[config.mk]
export PLATFORM = sky130hd
export DESIGN_NAME = ni_flit_injector
export DESIGN_NICKNAME = d
export VERILOG_FILES = /design/src/rtl/ni_flit_injector.sv
export SDC_FILE = /design/constraint.sdc
export NUM_CORES = 1
export LEC_CHECK = 0
export CAP_MARGIN = 20
export CELL_PAD_IN_SITES_DETAIL_PLACEMENT = 0
export CELL_PAD_IN_SITES_GLOBAL_PLACEMENT = 1
export CORE_ASPECT_RATIO = 1.4
export CORE_MARGIN = 2
export CORE_UTILIZATION = 26
export DETAILED_ROUTE_END_ITERATION = 16
export PLACE_DENSITY = 0.68
export SETUP_SLACK_MARGIN = 0.15
export SLEW_MARGIN = 20
export SYNTH_ARGS = -nofsm -noshare
export SYNTH_HDL_FRONTEND = slang
export SYNTH_SLANG_ARGS = --single-unit
[constraint.sdc]
create_clock -name clk -period 1.9 [get_ports clk]
set_input_delay 0.38 -clock clk [delete_from_list [all_inputs] [get_ports clk]]
set_output_delay 0.38 -clock clk [all_outputs]
set_load 0.02 [all_outputs]
[src/rtl/ni_flit_injector.sv]
// ni_flit_injector: network-interface transmitter for a router LOCAL_PORT input.
// Accepts whole packets (dst x/y + two payload words) and streams them out as
// HEAD, BODY, BODY, TAIL flits over a req/ack link. One packet can wait behind
// the active one, so back-to-back packets stream without idle cycles.
// Optional statistics counters are built only when NI_INJ_STATS_EN is defined.
module ni_flit_injector #(
    parameter int FLIT_SIZE = 19,
    parameter int ADDR_BITS = 8,
    parameter int DATA_BITS = 16,
    parameter int STAT_W    = 16
) (
    input  logic                 clk,
    input  logic                 rst_n,
    input  logic                 pkt_valid_i,
    output logic                 pkt_ready_o,
    input  logic [ADDR_BITS-1:0] dst_x_i,
    input  logic [ADDR_BITS-1:0] dst_y_i,
    input  logic [DATA_BITS-1:0] data0_i,
    input  logic [DATA_BITS-1:0] data1_i,
    output logic [FLIT_SIZE-1:0] flit_o,
    output logic                 req_o,
    input  logic                 ack_i,
    output logic                 busy_o,
    output logic [STAT_W-1:0]    pkt_sent_cnt_o,
    output logic [STAT_W-1:0]    stall_cnt_o
);

    // Packet storage layout: {dst_x, dst_y, data0, data1}
    localparam int PKT_W = 2 * ADDR_BITS + 2 * DATA_BITS;

    // Flit type codes (bits just below the valid bit)
    localparam logic [1:0] TYPE_HEAD = 2'b00;
    localparam logic [1:0] TYPE_TAIL = 2'b01;
    localparam logic [1:0] TYPE_BODY = 2'b10;
    localparam logic [1:0] TYPE_NONE = 2'b11;

    localparam logic [FLIT_SIZE-1:0] NONE_FLIT = {1'b0, TYPE_NONE, {DATA_BITS{1'b0}}};
    localparam logic [FLIT_SIZE-1:0] TAIL_FLIT = {1'b1, TYPE_TAIL, {DATA_BITS{1'b0}}};

    typedef enum logic [2:0] {
        ST_IDLE,
        ST_HEAD,
        ST_BODY1,
        ST_BODY2,
        ST_TAIL
    } state_t;

    state_t               state_reg;
    logic                 req_reg;
    logic [FLIT_SIZE-1:0] flit_reg;
    logic                 ready_reg;
    logic                 busy_reg;

    logic                 act_full_reg,  act_full_next;
    logic [PKT_W-1:0]     act_pkt_reg,   act_pkt_next;
    logic                 pend_full_reg, pend_full_next;
    logic [PKT_W-1:0]     pend_pkt_reg,  pend_pkt_next;

    logic                 accept;
    logic                 xfer;
    logic                 tail_xfer;
    logic [PKT_W-1:0]     in_pkt;

    function automatic logic [FLIT_SIZE-1:0] head_flit(input logic [ADDR_BITS-1:0] x,
                                                       input logic [ADDR_BITS-1:0] y);
        return {1'b1, TYPE_HEAD, x, y};
    endfunction

    function automatic logic [FLIT_SIZE-1:0] body_flit(input logic [DATA_BITS-1:0] d);
        return {1'b1, TYPE_BODY, d};
    endfunction

    assign accept    = pkt_valid_i && ready_reg;
    assign xfer      = req_reg && ack_i;
    assign tail_xfer = xfer && (state_reg == ST_TAIL);
    assign in_pkt    = {dst_x_i, dst_y_i, data0_i, data1_i};

    // Next occupancy of the active/pending slots; pending promotes on tail transfer
    always_comb begin
        act_full_next  = act_full_reg;
        act_pkt_next   = act_pkt_reg;
        pend_full_next = pend_full_reg;
        pend_pkt_next  = pend_pkt_reg;
        if (tail_xfer) begin
            if (pend_full_reg) begin
                act_pkt_next   = pend_pkt_reg;
                pend_full_next = 1'b0;
            end else if (accept) begin
                act_pkt_next = in_pkt;
            end else begin
                act_full_next = 1'b0;
            end
        end else if (accept) begin
            if (!act_full_reg) begin
                act_full_next = 1'b1;
                act_pkt_next  = in_pkt;
            end else begin
                pend_full_next = 1'b1;
                pend_pkt_next  = in_pkt;
            end
        end
    end

    // Packet slot registers plus registered ready/busy derived from next occupancy
    always_ff @(posedge clk) begin
        if (!rst_n) begin
            act_full_reg  <= 1'b0;
            act_pkt_reg   <= '0;
            pend_full_reg <= 1'b0;
            pend_pkt_reg  <= '0;
            ready_reg     <= 1'b1;
            busy_reg      <= 1'b0;
        end else begin
            act_full_reg  <= act_full_next;
            act_pkt_reg   <= act_pkt_next;
            pend_full_reg <= pend_full_next;
            pend_pkt_reg  <= pend_pkt_next;
            ready_reg     <= !pend_full_next;
            busy_reg      <= act_full_next || pend_full_next;
        end
    end

    // Flit sequencer: advances only on transfer, chains straight into the next head
    always_ff @(posedge clk) begin
        if (!rst_n) begin
            state_reg <= ST_IDLE;
            req_reg   <= 1'b0;
            flit_reg  <= NONE_FLIT;
        end else begin
            case (state_reg)
                ST_IDLE: begin
                    if (act_full_reg) begin
                        state_reg <= ST_HEAD;
                        req_reg   <= 1'b1;
                        flit_reg  <= head_flit(act_pkt_reg[PKT_W-1 -: ADDR_BITS],
                                               act_pkt_reg[2*DATA_BITS +: ADDR_BITS]);
                    end
                end
                ST_HEAD: begin
                    if (xfer) begin
                        state_reg <= ST_BODY1;
                        flit_reg  <= body_flit(act_pkt_reg[DATA_BITS +: DATA_BITS]);
                    end
                end
                ST_BODY1: begin
                    if (xfer) begin
                        state_reg <= ST_BODY2;
                        flit_reg  <= body_flit(act_pkt_reg[0 +: DATA_BITS]);
                    end
                end
                ST_BODY2: begin
                    if (xfer) begin
                        state_reg <= ST_TAIL;
                        flit_reg  <= TAIL_FLIT;
                    end
                end
                ST_TAIL: begin
                    if (xfer) begin
                        if (pend_full_reg) begin
                            state_reg <= ST_HEAD;
                            flit_reg  <= head_flit(pend_pkt_reg[PKT_W-1 -: ADDR_BITS],
                                                   pend_pkt_reg[2*DATA_BITS +: ADDR_BITS]);
                        end else if (accept) begin
                            state_reg <= ST_HEAD;
                            flit_reg  <= head_flit(dst_x_i, dst_y_i);
                        end else begin
                            state_reg <= ST_IDLE;
                            req_reg   <= 1'b0;
                            flit_reg  <= NONE_FLIT;
                        end
                    end
                end
                default: begin
                    state_reg <= ST_IDLE;
                    req_reg   <= 1'b0;
                    flit_reg  <= NONE_FLIT;
                end
            endcase
        end
    end

    assign flit_o      = flit_reg;
    assign req_o       = req_reg;
    assign pkt_ready_o = ready_reg;
    assign busy_o      = busy_reg;

`ifdef NI_INJ_STATS_EN
    logic [STAT_W-1:0] sent_cnt_reg;
    logic [STAT_W-1:0] stall_cnt_reg;

    // Saturating counters for completed packets and backpressured cycles
    always_ff @(posedge clk) begin
        if (!rst_n) begin
            sent_cnt_reg  <= '0;
            stall_cnt_reg <= '0;
        end else begin
            if (tail_xfer && (sent_cnt_reg != '1)) begin
                sent_cnt_reg <= sent_cnt_reg + 1'b1;
            end
            if (req_reg && !ack_i && (stall_cnt_reg != '1)) begin
                stall_cnt_reg <= stall_cnt_reg + 1'b1;
            end
        end
    end

    assign pkt_sent_cnt_o = sent_cnt_reg;
    assign stall_cnt_o    = stall_cnt_reg;
`else
    assign pkt_sent_cnt_o = '0;
    assign stall_cnt_o    = '0;
`endif

endmodule

# Yosys cells after proc, flatten, opt, wreduce, memory -nomap -nowiden
# Index checks and enable logic that the tools add are counted.
# word_totals
out_inout_bits	54
ff_bits	123
in_bits	52
word_cells	69
# classes
n_eq_ne	12
muxes	33
reduce_logical	13
bitwise	2
# ops
cell	n
2-to-1 mux 48 bit	5
2-to-1 mux 19 bit	7
case mux 19 bit (5 select lines)	1
2-to-1 mux 3 bit	5
case mux 3 bit (5 select lines)	1
!= test 2 bit, second input constant	7
2-to-1 mux 1 bit	13
AND reduction 5 bit	2
equality test 3 x 2 -> 1 bit, second input constant	2
AND reduction 3 bit	2
nonzero test 2 bit	2
equality test 3 x 1 -> 1 bit, second input constant	1
equality test 3 bit, second input constant	1
logical AND 1 bit	3
zero test 3 bit	1
case mux 1 bit (3 select lines)	1
OR reduction 3 bit	1
!= test 2 x 1 -> 1 bit, second input constant	1
NOT 1 bit	2
zero test 1 bit	1
logical OR 1 bit	1

# Depth between registers and ports, before layout
# depth
ltp_word	5
ltp_mapped	7
ltp_nobuf	4

# Least setup slack after synthesis
# No wires, ideal clock.
# synth_timing
path_type	register to register
from	reg state_reg[0]
to	reg act_pkt_reg[14]
stages_incl_launch_ff	8
path_buffers	3
synth_period_minus_slack_ns	1.702
setup_slack_ns	0.198
t_arrival_ns	1.582
setup_ns	0.119
t_required_ns	1.781
cell_sequence	dfxtp_1 > buf_6 > or3b_4 > o31a_4 > buf_6 > buf_6 > a21oi_2 > a21oi_1
# synth_between
elab_chain_len	4
elab_cells_between_ends	6
cone_classes	eq/ne (2); mux (1); reduce/logical (3)
# synth_lines
element	line	text
start, declared	48	state_t state_reg;
start signal, assigned	126	state_reg <= ST_IDLE;
start signal, assigned	133	state_reg <= ST_HEAD;
start signal, assigned	141	state_reg <= ST_BODY1;
equality test 3 bit (*)	75	assign tail_xfer = xfer && (state_reg == ST_TAIL);
logical AND 1 bit (*)	75	
!= test 2 x 1 -> 1 bit (no source line) / nonzero test 2 bit (equally long branches)	n/a	
AND reduction 3 bit (no source line)	n/a	
end signal, assigned	115	act_pkt_reg <= act_pkt_next;
end, declared	55	logic [PKT_W-1:0] act_pkt_reg, act_pkt_next;
# Every way passes the cells marked *; elsewhere a longest branch is shown, timed or not.
# A chain may end at the register's enable or synchronous reset.

# Worst setup path after layout
# layout_timing
from	reg state_reg[2]
to	reg flit_reg[15], in the netlist flit_o[15]
# layout_between
elab_chain_len	3
elab_cells_between_ends	12
cone_classes	eq/ne (9); mux (1); reduce/logical (2)
# layout_lines
element	line	text
equality test 3 x 1 -> 1 bit (tied with other cells)	130	case (state_reg)
!= test 2 bit (no source line)	n/a	
AND reduction 5 bit (no source line)	n/a	
end signal, assigned	135	flit_reg <= head_flit(act_pkt_reg[PKT_W-1 -: ADDR_BITS],
end signal, assigned	142	flit_reg <= body_flit(act_pkt_reg[DATA_BITS +: DATA_BITS]);
end signal, assigned	148	flit_reg <= body_flit(act_pkt_reg[0 +: DATA_BITS]);
end, declared	50	logic [FLIT_SIZE-1:0] flit_reg;
# Parallel ways exist; a longest one is shown, timed or not.

==> key figures <==
Critical path
  • FF-to-FF Start: state_reg[2]
  • Data arrival time of the worst path: 2.02 ns
  • CP Class: flop to flop
  • Crit start category: flop
  • R2R setup slack: 0.19 ns
  • CP max FO: 15
  • RR Endpoint: flit_o[15]
  • Path depth of the worst reg2reg path: 6
  • Worst setup EP type: flop
  • Worst Path Required: 2.21 ns

Routing
  • WL per Instance: 15.9 um
  • Detailed-route via count: 5,062
  • Initial DRC count: 337
  • Pre-antenna DRT Iters: 4
  • ANT nets after route: 0
  • Vias per Instance: 4.65
  • Drt total wl: 17.3 mm
  • # DRC: 0

Layout
  • N_diodes: 0
  • # fillers: 2,364
  • Area Growth Syn to Fin: 29.4%
  • Ratio of cells with drive above 1 in the final layout: 16.6%
  • Final nets: 827
  • Util after Layout: 34.3%

GRT
  • Largest net degree at the start of global routing: 46
  • Initial antenna violation count: 0
  • Global-route wire length before repair: 26.9 mm
  • Total GRT Usage: 14.2%
  • Vias in the first global route: 4,809
  • Global route overflow: 0

Clocking
  • Reg clk slew, reported paths: 0.06 ns
  • CTS Root Cell: clkbuf_16
  • TritonCTS clock tree: yes
  • # clock sinks: 123
  • CTS Buffer Depth: 2
  • Hold Buf Count CTS: 0
  • Clock buffer count from CTS: 17
  • Clock latency on the worst-skew pair: 0.42 ns
  • H-tree depth: 4

Power
  • Internal: 5.30 mW
  • Tot Pwr: 7.53 mW
  • VDD IR max: 0.553 mV
  • Combinational fraction of design power: 19.3%
  • Switching fraction of total power: 29.7%
  • Lkg Pwr: 3.17 nW
  • Part of the power in registers: 39.0%
  • Clk pwr share: 41.8%
  • Net switching power: 2.24 mW
  • Power Density: 975 nW/um^2

STA
  • Fin. max-slew vios: 0
  • Min cycle time layout: 1.71 ns
  • RSZ-0062 raised after global routing: yes
  • Setup ws final: 0.188 ns
  • Max frequency: 584 MHz
  • Clock skew: 0.00730 ns
  • Final Hold Viols: 0
  • Final Cycle Share: 90.1%
  • Min Hold Slack: 0.412 ns
  • Finish-stage setup viols: 0

Synth
  • Netlist cell types: 49
  • Seq/Total Area, Yosys: 41.3%
  • Post-synth ARST share: 0%
  • Mapped Area: 5970 um^2
  • Synth Flop Type: dfxtp_1
  • Flops & latches, synth: 123
  • Yosys Warn Count: 0
  • Syn avg cell area: 8.50 um^2
  • Post-synth EDFFs: 0
  • Synth Instances: 702

Floorplanning
  • Die ar.: 24,200 um^2
  • Total core area: 22,500 um^2
  • Initial core utilization: 26.5%
  • Die W: 132 um
  • Row count: 65
  • Top-level port count: 106
  • Die height: 183 um

Run status
  • Outcome: finished, final reports clean

Worst hold path
  • Hold Path End: act_pkt_reg[35]
  • Hold Path Origin: rst_n
  • Tightest Hold Check Type: input pin to flop
  • Hold Path Stages: 3

Placed design
  • Post-Place Worst Slack: -0.271 ns
  • PortBufs: 73
  • HPWL Detailed: 11.8 mm
  • Routability cong.: 0.767

Flow run
  • Max_cap viols: 0
metrics by stage:
step / area, um^2 / std cells / setup TNS, ns
3_5_place_dp: 7110 / 1057 / -20.23
5_1_grt: 7720 / 1089 / 0
6_report: 7720 / 1089 / 0
2_1_floorplan: 6080 / 733 / 0
3_3_place_gp: 7110 / 1057 / -18.68
4_1_cts: 7670 / 1089 / 0
worst max-delay path: stages (launching register included):
cell,delay (ns)
dfxtp_1,0.33
buf_4,0.20
nor4_2,0.39
a31oi_4,0.08
and3_1,0.24
buf_4,0.18
a22o_1,0.18
power groups by stage:
stage / combinational [mW] / sequential (mW) / clock (mW)
2_1_floorplan: 0.913 / 3.00 / 0
3_3_place_gp: 1.45 / 2.99 / 0
3_5_place_dp: 1.46 / 2.99 / 0
4_1_cts: 1.45 / 2.94 / 3.20
5_1_grt: 1.58 / 2.96 / 3.31
6_report: 1.45 / 2.94 / 3.15
per-layer routing:
| layer | track usage (%) | part of all wire [%] | vias up |
|---|---|---|---|
| met5 | 0 | 0 | - |
| met4 | 6.04 | 2.2 | 0 |
| li1 | - | - | 2540 |
| met1 | 17.2 | 44 | 2395 |
| met2 | 24.8 | 50 | 109 |
| met3 | 2.27 | 3.5 | 18 |
synthesized netlist by cell type, types with 4 or more instances:
library cell	number	area, um^2
a22o_1	17	149
a311o_1	4	40.0
mux2i_1	16	160
a21boi_0	49	368
buf_4	34	255
a22oi_1	4	30.0
a21oi_2	30	263
and3b_1	12	105
mux2_2	16	180
nand2_1	149	559
o21ai_0	48	240
a21boi_1	4	30.0
dfxtp_1	123	2460
o22ai_1	15	93.8
buf_2	17	85.1
clkbuf_2	4	20.0
a21oi_1	76	380
inv_1	4	15.0
clkbuf_1	26	97.6
buf_6	8	90.1
worst max-delay path by stage:
stage,from,endpoint,slack [ns],depth (start not counted)
6_report,state_reg[2],flit_o[15],0.19,6
5_1_grt,state_reg[2],flit_o[11],0.13,6
4_1_cts,state_reg[0],flit_o[4],0.13,5
3_5_place_dp,ack_i,busy_o,-0.27,6
3_3_place_gp,ack_i,busy_o,-0.25,6
2_1_floorplan,state_reg[0],act_pkt_reg[14],0.20,7
what timing repair did:
item                       CTS  global route
pin swaps                    0             2
setup buffers                0             0
setup endpoints to repair   15            65
gates resized for setup     13            16
cell usage in the layout (no fill, tap or decap), types with 15 or more instances in the layout:
| cell type | instances |
|---|---|
| dfxtp_1 | 122 |
| o21ai_0 | 48 |
| mux2_2 | 16 |
| a21boi_0 | 49 |
| clkbuf_16 | 17 |
| conb_1 | 32 |
| mux2i_1 | 16 |
| a21oi_2 | 30 |
| a22o_1 | 17 |
| buf_4 | 26 |
| clkdlybuf4s50_1 | 51 |
| a21oi_1 | 75 |
| o22ai_1 | 15 |
| nand2_1 | 149 |
kinds of logic after synthesis:
logic type / synth area share [%]
flip-flops: 41.3
AND/OR/NAND/NOR: 13.8
other: 0.0628
buffers and inverters: 9.62
XOR/XNOR: 0.294
multiplexers: 5.70
AO/OA/AOI/OAI: 29.3
area by class of cell:
type,count,area [um^2],area share (%)
Clock buffer,18,429,5.56
Tap cell,301,377,4.88
Clock inverter,14,140,1.81
Inverter,5,18.8,0.243
Timing Repair Buffer,114,1210,15.7
Sequential cell,123,2470,31.9
Multi-Input combinational cell,514,3080,39.9
(Power assumes the default switching activity.)
